===== src/rtl/loopback_pkg.sv =====
// Shared definitions for the board loopback tester.
//   state_t        : tester FSM states
//   PAT_COUNTER/PAT_LFSR : pattern select encodings
//   LFSR_SEED/LFSR_TAPS  : generator seed and Galois tap mask for x^8+x^6+x^5+x^4+1
//   next_pattern() : one generator step for either pattern mode
package loopback_pkg;

  typedef enum logic [2:0] {
    IDLE,
    SEARCH,
    CHECK,
    DONE,
    FAIL
  } state_t;

  localparam int PAT_W = 8;

  localparam logic PAT_COUNTER = 1'b0;
  localparam logic PAT_LFSR    = 1'b1;

  localparam logic [PAT_W-1:0] LFSR_SEED = 8'h01;
  // x^6 + x^5 + x^4 + 1 terms of the polynomial; x^8 is the shifted-out bit.
  localparam logic [PAT_W-1:0] LFSR_TAPS = 8'h71;

  // Galois form: shift left, fold the tap mask back in when the MSB falls out.
  // The map is invertible, so a nonzero seed never reaches 0x00.
  function automatic logic [PAT_W-1:0] next_pattern(input logic [PAT_W-1:0] cur,
                                                    input logic             mode);
    logic [PAT_W-1:0] shifted;
    shifted = {cur[PAT_W-2:0], 1'b0};
    if (mode == PAT_LFSR) begin
      next_pattern = cur[PAT_W-1] ? (shifted ^ LFSR_TAPS) : shifted;
    end else begin
      next_pattern = cur + 1'b1;
    end
  endfunction

endpackage


===== src/rtl/loopback_tester_if.sv =====
// Control/status and loopback data bundle of the loopback tester.
//   start, stop, pat_sel : test control (pulses / mode select)
//   tx_data, rx_data     : byte driven into and returned from the loopback path
//   busy, locked, fail   : test status
//   lat_out, err_count   : discovered latency and saturating mismatch count
// Modports: slave = tester side, master = controller / board side.
interface loopback_tester_if #(
  parameter int DATA_W    = 8,
  parameter int LAT_W     = 4,
  parameter int ERR_CNT_W = 16
) ();

  logic                 start;
  logic                 stop;
  logic                 pat_sel;
  logic [DATA_W-1:0]    tx_data;
  logic [DATA_W-1:0]    rx_data;
  logic                 busy;
  logic                 locked;
  logic                 fail;
  logic [LAT_W-1:0]     lat_out;
  logic [ERR_CNT_W-1:0] err_count;

  modport slave (
    input  start, stop, pat_sel, rx_data,
    output tx_data, busy, locked, fail, lat_out, err_count
  );

  modport master (
    output start, stop, pat_sel, rx_data,
    input  tx_data, busy, locked, fail, lat_out, err_count
  );

endinterface


===== src/rtl/loopback_pattern_gen.sv =====
// Pattern generator for the loopback tester.
//   clk, rst_n : clock, asynchronous active-low reset
//   load       : load the seed and capture pat_sel as the mode
//   advance    : step the pattern once
//   pat_sel    : pattern mode, sampled only on load
//   value      : current pattern byte; forced to 0 when neither load nor advance
module loopback_pattern_gen
  import loopback_pkg::*;
(
  input  logic             clk,
  input  logic             rst_n,
  input  logic             load,
  input  logic             advance,
  input  logic             pat_sel,
  output logic [PAT_W-1:0] value
);

  logic mode;

  always_ff @(posedge clk or negedge rst_n) begin
    if (!rst_n) begin
      value <= '0;
      mode  <= PAT_COUNTER;
    end else if (load) begin
      value <= LFSR_SEED;
      mode  <= pat_sel;
    end else if (advance) begin
      value <= next_pattern(value, mode);
    end else begin
      value <= '0;
    end
  end

endmodule


===== src/rtl/loopback_tester.sv =====
// Far end of the board loopback path: drives a byte pattern, finds the
// round-trip latency by matching returned bytes against a history of sent
// bytes, then counts mismatches at that latency until stopped.
//   clk   : system clock
//   rst_n : asynchronous active-low reset
//   bus   : loopback_tester_if.slave (control, status, tx/rx bytes)
// The LFSR pattern is defined for DATA_W = 8.
module loopback_tester
  import loopback_pkg::*;
#(
  parameter int DATA_W         = 8,
  parameter int MAX_LAT        = 15,
  parameter int LAT_W          = 4,
  parameter int LOCK_RUN       = 16,
  parameter int SEARCH_TIMEOUT = 1024,
  parameter int ERR_CNT_W      = 16
) (
  input logic              clk,
  input logic              rst_n,
  loopback_tester_if.slave bus
);

  localparam int RUN_W = $clog2(LOCK_RUN + 1);
  localparam int TMO_W = (SEARCH_TIMEOUT > 1) ? $clog2(SEARCH_TIMEOUT) : 1;

  state_t               state, state_nxt;
  logic [DATA_W-1:0]    tx_data;
  logic [DATA_W-1:0]    hist_q [1:MAX_LAT];
  logic [MAX_LAT:1]     hist_vld;
  logic [LAT_W-1:0]     cand, cand_nxt;
  logic [LAT_W-1:0]     lat_q, lat_nxt;
  logic [LAT_W-1:0]     sel;
  logic [RUN_W-1:0]     run, run_nxt;
  logic [TMO_W-1:0]     tmo, tmo_nxt;
  logic [ERR_CNT_W-1:0] err_q, err_nxt;
  logic                 locked_q, locked_nxt;
  logic                 fail_q, fail_nxt;
  logic                 busy_q;
  logic                 gen_load, gen_adv, hist_clr;
  logic                 in_test;
  logic                 sel_vld, hit;
  logic [DATA_W-1:0]    sel_byte;

  loopback_pattern_gen u_gen (
    .clk     (clk),
    .rst_n   (rst_n),
    .load    (gen_load),
    .advance (gen_adv),
    .pat_sel (bus.pat_sel),
    .value   (tx_data)
  );

  assign in_test = (state == SEARCH) || (state == CHECK);

  // History stage: hist[0] is the live tx byte, hist[k] is the byte sent k cycles ago.
  always_ff @(posedge clk) begin
    hist_q[1] <= tx_data;
    for (int k = 2; k <= MAX_LAT; k++) begin
      hist_q[k] <= hist_q[k-1];
    end
  end

  // A byte is valid only if it was sent during the current test.
  always_ff @(posedge clk or negedge rst_n) begin
    if (!rst_n) begin
      hist_vld <= '0;
    end else if (hist_clr) begin
      hist_vld <= '0;
    end else begin
      hist_vld <= {hist_vld[MAX_LAT-1:1], in_test};
    end
  end

  // Compare stage: SEARCH probes the candidate latency, CHECK uses the locked one.
  always_comb begin
    sel      = (state == CHECK) ? lat_q : cand;
    sel_byte = tx_data;
    sel_vld  = in_test;
    if (sel != '0) begin
      sel_byte = hist_q[sel];
      sel_vld  = hist_vld[sel];
    end
    hit = sel_vld && (bus.rx_data == sel_byte);
  end

  always_comb begin
    state_nxt  = state;
    cand_nxt   = cand;
    run_nxt    = run;
    tmo_nxt    = tmo;
    lat_nxt    = lat_q;
    locked_nxt = locked_q;
    fail_nxt   = fail_q;
    err_nxt    = err_q;
    gen_load   = 1'b0;
    gen_adv    = 1'b0;
    hist_clr   = 1'b0;
    case (state)
      IDLE, DONE, FAIL: begin
        if (bus.start) begin
          state_nxt  = SEARCH;
          cand_nxt   = '0;
          run_nxt    = '0;
          tmo_nxt    = '0;
          lat_nxt    = '0;
          locked_nxt = 1'b0;
          fail_nxt   = 1'b0;
          err_nxt    = '0;
          gen_load   = 1'b1;
          hist_clr   = 1'b1;
        end
      end
      SEARCH: begin
        gen_adv = 1'b1;
        tmo_nxt = tmo + 1'b1;
        if (bus.stop) begin
          state_nxt  = IDLE;
          locked_nxt = 1'b0;
          fail_nxt   = 1'b0;
          gen_adv    = 1'b0;
        end else if (hit && (run == RUN_W'(LOCK_RUN - 1))) begin
          state_nxt  = CHECK;
          lat_nxt    = cand;
          locked_nxt = 1'b1;
        end else if (tmo == TMO_W'(SEARCH_TIMEOUT - 1)) begin
          state_nxt = FAIL;
          fail_nxt  = 1'b1;
          gen_adv   = 1'b0;
        end else if (hit) begin
          run_nxt = run + 1'b1;
        end else begin
          run_nxt  = '0;
          cand_nxt = (cand == LAT_W'(MAX_LAT)) ? '0 : cand + 1'b1;
        end
      end
      CHECK: begin
        gen_adv = 1'b1;
        // The stop-cycle comparison still counts.
        if (!hit && (err_q != '1)) begin
          err_nxt = err_q + 1'b1;
        end
        if (bus.stop) begin
          state_nxt = DONE;
          gen_adv   = 1'b0;
        end
      end
      default: begin
        state_nxt = IDLE;
      end
    endcase
  end

  always_ff @(posedge clk or negedge rst_n) begin
    if (!rst_n) begin
      state    <= IDLE;
      cand     <= '0;
      run      <= '0;
      tmo      <= '0;
      lat_q    <= '0;
      locked_q <= 1'b0;
      fail_q   <= 1'b0;
      err_q    <= '0;
      busy_q   <= 1'b0;
    end else begin
      state    <= state_nxt;
      cand     <= cand_nxt;
      run      <= run_nxt;
      tmo      <= tmo_nxt;
      lat_q    <= lat_nxt;
      locked_q <= locked_nxt;
      fail_q   <= fail_nxt;
      err_q    <= err_nxt;
      busy_q   <= (state_nxt == SEARCH) || (state_nxt == CHECK);
    end
  end

  assign bus.tx_data   = tx_data;
  assign bus.busy      = busy_q;
  assign bus.locked    = locked_q;
  assign bus.fail      = fail_q;
  assign bus.lat_out   = lat_q;
  assign bus.err_count = err_q;

endmodule

===== src/flat_wrapper.sv =====
// flat-port wrapper written by rule: the top's interface ports become plain ports
module loopback_tester_flat import loopback_pkg::*;
#(
  parameter int DATA_W         = 8,
  parameter int MAX_LAT        = 15,
  parameter int LAT_W          = 4,
  parameter int LOCK_RUN       = 16,
  parameter int SEARCH_TIMEOUT = 1024,
  parameter int ERR_CNT_W      = 16
)
  (clk, rst_n, bus_start, bus_stop, bus_pat_sel, bus_rx_data, bus_tx_data, bus_busy, bus_locked, bus_fail, bus_lat_out, bus_err_count);
  loopback_tester_if #(.DATA_W(DATA_W), .LAT_W(LAT_W), .ERR_CNT_W(ERR_CNT_W)) bus_i ();
  input logic clk;
  input logic rst_n;
  input wire logic [$bits(bus_i.start)-1:0] bus_start;
  input wire logic [$bits(bus_i.stop)-1:0] bus_stop;
  input wire logic [$bits(bus_i.pat_sel)-1:0] bus_pat_sel;
  input wire logic [$bits(bus_i.rx_data)-1:0] bus_rx_data;
  output wire logic [$bits(bus_i.tx_data)-1:0] bus_tx_data;
  output wire logic [$bits(bus_i.busy)-1:0] bus_busy;
  output wire logic [$bits(bus_i.locked)-1:0] bus_locked;
  output wire logic [$bits(bus_i.fail)-1:0] bus_fail;
  output wire logic [$bits(bus_i.lat_out)-1:0] bus_lat_out;
  output wire logic [$bits(bus_i.err_count)-1:0] bus_err_count;
  assign bus_i.start = bus_start;
  assign bus_i.stop = bus_stop;
  assign bus_i.pat_sel = bus_pat_sel;
  assign bus_i.rx_data = bus_rx_data;
  assign bus_tx_data = bus_i.tx_data;
  assign bus_busy = bus_i.busy;
  assign bus_locked = bus_i.locked;
  assign bus_fail = bus_i.fail;
  assign bus_lat_out = bus_i.lat_out;
  assign bus_err_count = bus_i.err_count;
  loopback_tester #(.DATA_W(DATA_W), .MAX_LAT(MAX_LAT), .LAT_W(LAT_W), .LOCK_RUN(LOCK_RUN), .SEARCH_TIMEOUT(SEARCH_TIMEOUT), .ERR_CNT_W(ERR_CNT_W)) u_core (.clk(clk), .rst_n(rst_n), .bus(bus_i));
endmodule

===== config.mk =====
export PLATFORM = sky130hd
export DESIGN_NAME = loopback_tester_flat
export DESIGN_NICKNAME = d
export VERILOG_FILES = /design/src/rtl/loopback_pkg.sv /design/src/rtl/loopback_tester_if.sv /design/src/rtl/loopback_pattern_gen.sv /design/src/rtl/loopback_tester.sv /design/src/flat_wrapper.sv
export SDC_FILE = /design/constraint.sdc
export NUM_CORES = 1
export LEC_CHECK = 0
export CAP_MARGIN = 20
export CORE_MARGIN = 4
export CORE_UTILIZATION = 55
export DETAILED_ROUTE_END_ITERATION = 8
export GPL_TIMING_DRIVEN = 0
export PLACE_DENSITY_LB_ADDON = 0.05
export SLEW_MARGIN = 20
export SYNTH_ARGS = -nofsm -noshare
export SYNTH_HDL_FRONTEND = slang
export SYNTH_SLANG_ARGS = --single-unit
export TNS_END_PERCENT = 30

===== constraint.sdc =====
create_clock -name clk -period 3.8 [get_ports clk]
set_input_delay 1.14 -clock clk [delete_from_list [all_inputs] [get_ports clk]]
set_output_delay 1.14 -clock clk [all_outputs]
set_load 0.02 [all_outputs]

Word level (Yosys, flattened, before mapping):

Memories as Yosys holds them, arrays and structs flattened.
Index checks and enable logic that the tools add are counted.

* register bits after elaboration: 69
* latch bits: 0
* memory bits (writable): 120
* bits in read-only memories: 0
* input bits: 13
* output and inout port bits: 31
* logic and storage cells: 111
* memories: 1

* add/subtract/negate cells: 5
* multipliers: 0
* div/mod/pow operators: 0
* $lt $le $gt $ge: 1
* eq/ne operators: 21
* shifts and indexed selects: 0
* mux-type cells: 52
* bitwise operators: 1
* reduce and logical (&&, ||, !) cells: 18

Memory list
* u_core.hist_q: words 15, bits a word 8, rd ports 15, clocked after memory_dff 0, wr ports 15, line loopback_tester.sv:28 `logic [DATA_W-1:0] hist_q [1:MAX_LAT];`

Operators by type and width (number)
* 4-bit 2-to-1 mux: 9
* 16-bit 2-to-1 mux: 2
* 8-bit 2-to-1 mux: 4
* 16-bit case mux with 2 select lines: 1
* 5-bit 2-to-1 mux: 5
* 10-bit case mux with 2 select lines: 1
* 16-bit by 1-bit adder with 16-bit output, second input constant: 1
* 16-bit != test, second input constant: 1
* 4-bit case mux with 2 select lines: 2
* 15-bit 2-to-1 mux: 1
* 3-bit 2-to-1 mux: 5
* 1-bit 2-to-1 mux: 14
* 2-bit != test, second input constant: 7
* 10-bit by 1-bit adder with 10-bit output, second input constant: 1
* 10-bit equality test, second input constant: 1
* 10-bit 2-to-1 mux: 1
* 5-bit case mux with 2 select lines: 1
* 3-bit by 2-bit equality test with 1-bit output, second input constant: 3
* 3-bit != test, second input constant: 3
* 3-bit case mux with 3 select lines: 1
* 8-bit by 1-bit adder with 8-bit output, second input constant: 1
* 8-bit equality test: 1
* 4-bit AND reduction: 2
* 7-bit 2-to-1 mux: 1
* other kinds (21): 29

Longest topological paths before layout:

* depth in word-level cells: 12
* mapped depth: 15
* gate-level depth less buffers: 11

Hierarchy:

From an unflattened synthesis, not the netlist that was laid out.

* cell total of the unflattened synthesis: 793
* area, all modules: 8242.9 µm²

By module, submodules not included
* loopback_tester: instances 1, cells an instance 739, area each 7724.9 µm², seq. area each 3903.7 µm²
* loopback_pattern_gen: instances 1, cells an instance 54, area each 518.0 µm², seq. area each 225.2 µm²

Least setup slack after synthesis:

No wires, ideal clock.

* path kind: register -> register
* from: register u_core.lat_q[0] (netlist: u_core.bus.lat_out[0])
* to: register u_core.u_gen.value[2]
* library setup time: 0.107 ns
* arrival time: 3.494 ns
* required time: 3.693 ns
* slack: 0.200 ns
* stages on the path, launching flop included: 14
* buffers on the path: 3
* cells stage by stage: dfrtp_1 > buf_4 > buf_2 > buf_2 > mux2i_1 > o211ai_1 > a222oi_1 > o221a_1 > o32ai_1 > nor4b_2 > inv_2 > nor3_4 > o31ai_4 > a2111oi_4

* word-level cells in the longest chain between the ends: 11
* elaborated cells on any way between the ends: 15
* classes of those cells: eq/ne: 1; mux: 10; reduce/logical: 3; memory: 1

Ends and longest elaborated chain
* start: declaration: line loopback_tester.sv:31 `logic [LAT_W-1:0] lat_q, lat_nxt;`
* start signal: assignment: line loopback_tester.sv:169 `lat_q <= lat_nxt;`
* 4-bit 2-to-1 mux *: line loopback_tester.sv:76 `sel = (state == CHECK) ? lat_q : cand;`
* memory read 15 x 8 bit, or another cell as far along
* 8-bit 2-to-1 mux / 1-bit 2-to-1 mux (equally long branches): line loopback_tester.sv:79, loopback_tester.sv:81
* 8-bit equality test / 1-bit 2-to-1 mux (equally long branches): line loopback_tester.sv:83, loopback_tester.sv:79
* 1-bit logical AND *: line loopback_tester.sv:83 `hit = sel_vld && (bus.rx_data == sel_byte);`
* 1-bit logical AND *: line loopback_tester.sv:121 `end else if (hit && (run == RUN_W'(LOCK_RUN - 1))) begin`
* 1-bit 2-to-1 mux *: line loopback_tester.sv:121
* 1-bit 2-to-1 mux *: line loopback_tester.sv:116 `if (bus.stop) begin`
* 1-bit case mux with 2 select lines *: line loopback_tester.sv:98 `case (state)`
* 8-bit 2-to-1 mux *: line loopback_pattern_gen.sv:27 `end else if (advance) begin`
* 8-bit 2-to-1 mux *: line loopback_pattern_gen.sv:24 `end else if (load) begin`
* end signal: assignment: line loopback_pattern_gen.sv:28 `value <= next_pattern(value, mode);`
* end: declaration: line loopback_pattern_gen.sv:15 `output logic [PAT_W-1:0] value`

Mark *: on every way between the ends. The rest lies on a longest branch, timed or not. The select of a mux whose other input is x is not followed.
A chain may end at the register's enable or synchronous reset.

Worst setup path in the final report:

* from: register u_core.state[2]
* to: register u_core.u_gen.value[0]

* word-level cells in the longest chain between the ends: 12
* elaborated cells on any way between the ends: 23
* classes of those cells: eq/ne: 5; mux: 11; reduce/logical: 6; memory: 1

Ends and longest elaborated chain
* start: declaration: line loopback_tester.sv:26 `state_t state, state_nxt;`
* start signal: assignment: line loopback_tester.sv:165 `state <= state_nxt;`
* 3-bit by 2-bit equality test with 1-bit output: line loopback_tester.sv:53, loopback_tester.sv:76, loopback_tester.sv:98
* 4-bit 2-to-1 mux: line loopback_tester.sv:76
* memory read 15 x 8 bit, or another cell as far along
* 8-bit 2-to-1 mux / 1-bit 2-to-1 mux (equally long branches): line loopback_tester.sv:79, loopback_tester.sv:81
* 8-bit equality test / 1-bit 2-to-1 mux (equally long branches): line loopback_tester.sv:83, loopback_tester.sv:79
* 1-bit logical AND: line loopback_tester.sv:83
* 1-bit logical AND: line loopback_tester.sv:121
* 1-bit 2-to-1 mux: line loopback_tester.sv:121
* 1-bit 2-to-1 mux: line loopback_tester.sv:116
* 1-bit case mux with 2 select lines: line loopback_tester.sv:98
* 8-bit 2-to-1 mux: line loopback_pattern_gen.sv:27
* 8-bit 2-to-1 mux *: line loopback_pattern_gen.sv:24

Marks and branches as above.

==> key figures <==
Logic synthesis
  – Compound-Gate Fraction of Synth Area: 0.153
  – Ys flop type: dfxtp_1
  – Post-Synth XOR/XNOR Area: 0.0106
  – Synth Cell Area: 8270 um2
  – Main combinational cell family by area after synthesis: compound AO/OA/AOI/OAI gates
  – Synthesized area per cell: 11.0 um2
  – EDFF count, synth: 0
  – Netlist cell types: 84
  – Synth Instances: 752
  – Synth warn: 0
  – Synth Area in Simple Gates: 0.139
  – Net count after synthesis: slightly below 800
  – Synthesized flop and latch total: 189
  – Post-synthesis sequential area ratio: 0.499
  – Mux contribution to synthesized area: 0.146
  – Synth async-reset ratio: 0.365
  – Synth Area in Adders: 0.00908

Layout
  – Final core occ: 0.702
  – ANT cells: 0
  – Multi-input combinational cell area: 4120 um2
  – Final cell count without fillers: 1041
  – Most common cell after layout, fill and taps aside: dfxtp_1
  – Reg area: 4130 um2
  – Layout cell share with drive strength beyond 1: 0.233
  – Fillcell total: between 1000 and 1500
  – Final nets: about 870
  – Area delta synth->final: 24.3%
  – Post-Layout Inst Area: just over 10000 um2
  – Most frequent cells in the layout: dfxtp_1 (120), nand2_1 (71), dfrtp_1 (67)

Clocking
  – Clock Path Buffers: 2
  – Clk sinks: 189
  – CTS buffer count: 17
  – H-tree lvl count: 4
  – Worst-Skew Late Latency: 0.44 ns
  – CTS tree: yes
  – Clock transition at path regs: approximately 0.07 ns
  – CTS root buf: clkbuf_16

Timing
  – Setup ws final: -0.00705 ns
  – Rel. slew slack: 0.478
  – Max Slew Vio Count: 0
  – Final Cycle Share: 1.00
  – Fmax: 0.263 GHz
  – Final hold viol count: 0
  – Final min period: 3.81 ns
  – Endpoints failing setup: 1
  – Actual slew at the worst max-slew pin: slightly below 0.8 ns
  – Max Clock Skew: 0.0125 ns
  – RSZ-0062 raised after global routing: yes

Global route
  – First-pass GRT wire length: 35800 um
  – All-Layer GR Usage: 0.279
  – Vias in the first global route: around 6500
  – Initial antenna violation count: 0
  – Largest net degree at the start of global routing: 37
  – Grt total ovfl: 0

Worst setup path
  – Slowest Stage Delay on Critical Path: 0.50 ns
  – Setup crit start kind: flop
  – Worst Path Required: 4.15 ns
  – Crit-path max FO: 6
  – Crit path cell chain: buf_6 > or3b_4 > buf_12 > buf_12 > a211oi_4 > a211oi_2 > o311a_1 > a211oi_2 > o2111ai_2 > or4_4 > nor3_4 > buf_6 > o31ai_4 > buf_4 > o31ai_4
  – Flop-to-flop setup slack: -0.007 ns
  – WP data arrival: 4.16 ns
  – CP Class: flop to flop
  – CP endpoint kind: flop
  – Slowest cell on crit path: or4_4

Placement
  – Placed Area: 8950 um2
  – Post-DP HPWL: 16100 um
  – Placed insts: 980
  – Final GP Congestion: 0.931
  – IO buf count: 43

Outcome
  – Outcome: complete, but fails checks
  – Failing checks: negative setup slack

Pwr
  – Maximum vdd drop: 0.000355 V
  – PwrDens: 623 nW/um2
  – Leakage power: 4.15 nW

Routing
  – Drt drc: 0
  – Vias: approximately 6600
  – Remaining antenna violation count: 0
  – Vias per inst: 6.36
  – TritonRoute pass-1 iters: 7
  – Detailed-route wire length per cell: ~23 um
  – Starting DRC count in detailed routing: 604
  – DRT Wirelength: 23800 um

Floorplan
  – IO Pins: 44
  – Die ar.: 17100 um2
  – Initial Util: 0.565
  – # rows: 44
  – Die X-Extent: 131 um
  – Vert. Die Dim: 131 um
  – CORE AREA: 14600 um2

Run
  – Maxcap violations: 0

Hold path
  – Worst Hold Class: flop to flop
-- worst max-delay path, delay by kind of cell (launching register included) --
kind	cells	cell delay, ns
buffers and inverters	5	0.75
flip-flops	1	0.38
AO/OA/AOI/OAI	7	1.44
AND/OR/NAND/NOR	3	1.15
-- worst paths after layout --
| check | to | from | depth (start not counted) |
|---|---|---|---|
| max reg2reg | u_core.u_gen.value[0]$_DFF_PN0_ | u_core.state[2]$_DFF_PN0_ | 15 |
| max in group asynchronous | u_core.bus.lat_out[3]$_DFFE_PN0P_ | rst_n | 2 |
| max | u_core.u_gen.value[0]$_DFF_PN0_ | u_core.state[2]$_DFF_PN0_ | 15 |
| min | u_core.hist_q[3][7]$_DFF_P_ | u_core.hist_q[2][7]$_DFF_P_ | 0 |
| min in group asynchronous | u_core.bus.err_count[7]$_DFFE_PN0P_ | rst_n | 1 |
| min reg2reg | u_core.hist_q[3][7]$_DFF_P_ | u_core.hist_q[2][7]$_DFF_P_ | 0 |
-- logic make-up (layout without fill, tap and decap cells) --
| logic type | count (synthesis) | count (layout) |
|---|---|---|
| and+or+nand+nor | 221 | 221 |
| DFF | 189 | 189 |
| AOI/OAI and AO/OA | 171 | 172 |
| muxes | 80 | 80 |
| buffers and inverters | 75 | 179 |
| xor gates and xnor gates | 10 | 10 |
| adders and majority gates | 6 | 6 |
-- metal layers --
metal	GRT usage	up-vias	routed length, um
met2	0.469	268	12000
li1	-	2996	-
met5	0	-	0
met1	0.353	3294	9650
met4	0.115	0	765
met3	0.0569	65	1450
-- sequential cells by signal (all words and copies together), names as in the netlist --
name and flops:
u_core.bus.lat_out 4, u_core.hist_vld 15, u_core.cand 4, u_core.u_gen.mode 1
u_core.u_gen.value 8, u_core.state 3, u_core.tmo 10, u_core.run 5
u_core.bus.locked 1, u_core.bus.err_count 16, u_core.bus.fail 1, u_core.hist_q 120
u_core.bus.busy 1
-- area by class of cell --
| type | count | area share |
|---|---|---|
| clock buffers | 18 | 0.0418 |
| multi-input cells | 489 | 0.401 |
| well taps | 184 | 0.0224 |
| repair buffers | 77 | 0.0735 |
| inverters | 27 | 0.00986 |
| flip-flops and latches | 189 | 0.402 |
| plain buffers | 45 | 0.0337 |
| clock inverters | 12 | 0.0157 |
-- through the flow --
stage               hold slack, ns   TNS, ns  power [mW]  setup slack (ns)
finish                       0.351  -0.00705        6.40          -0.00705
global route                 0.355     -1.17        6.63            -0.129
CTS                          0.351   -0.0286        6.15           -0.0163
detailed placement           0.336    -26.14        4.10            -0.834
global placement             0.331    -70.17        4.06            -0.726
floorplan                    0.330         0        3.52             0.200
-- cell usage after synthesis, drive strengths merged, types with 9 or more instances --
library cell / count / area [um2]
a211oi: 22 / 170
a21oi: 34 / 178
and2: 14 / 87.6
and3: 13 / 81.3
buf: 26 / 170
clkbuf: 22 / 82.6
dfrtp: 69 / 1730
dfxtp: 120 / 2400
inv: 27 / 101
mux2: 9 / 105
mux2i: 40 / 400
mux4: 31 / 698
nand2: 73 / 277
nand3: 22 / 110
nor2: 38 / 143
nor3: 10 / 61.3
o21ai: 25 / 125
o22ai: 16 / 100
-- where the power goes --
part	total, mW	leakage, nW	switching (mW)	internal, mW
Combinational	2.30	1.95	1.35	0.946
Sequential	2.29	1.91	0.134	2.16
Clock	1.82	0.288	0.779	1.04
Total	6.40	4.15	2.26	4.14
-- timing repair --
item                                    in CTS  in global routing
endpoints found under the setup margin      43                 38
pin swaps                                   13                 20
setup buffers                               23                  8
hold buffers                                 0                  0
gates cloned                                 1                  2
resized for setup                           48                 59
Note: power is estimated with default switching activity, not from simulation.
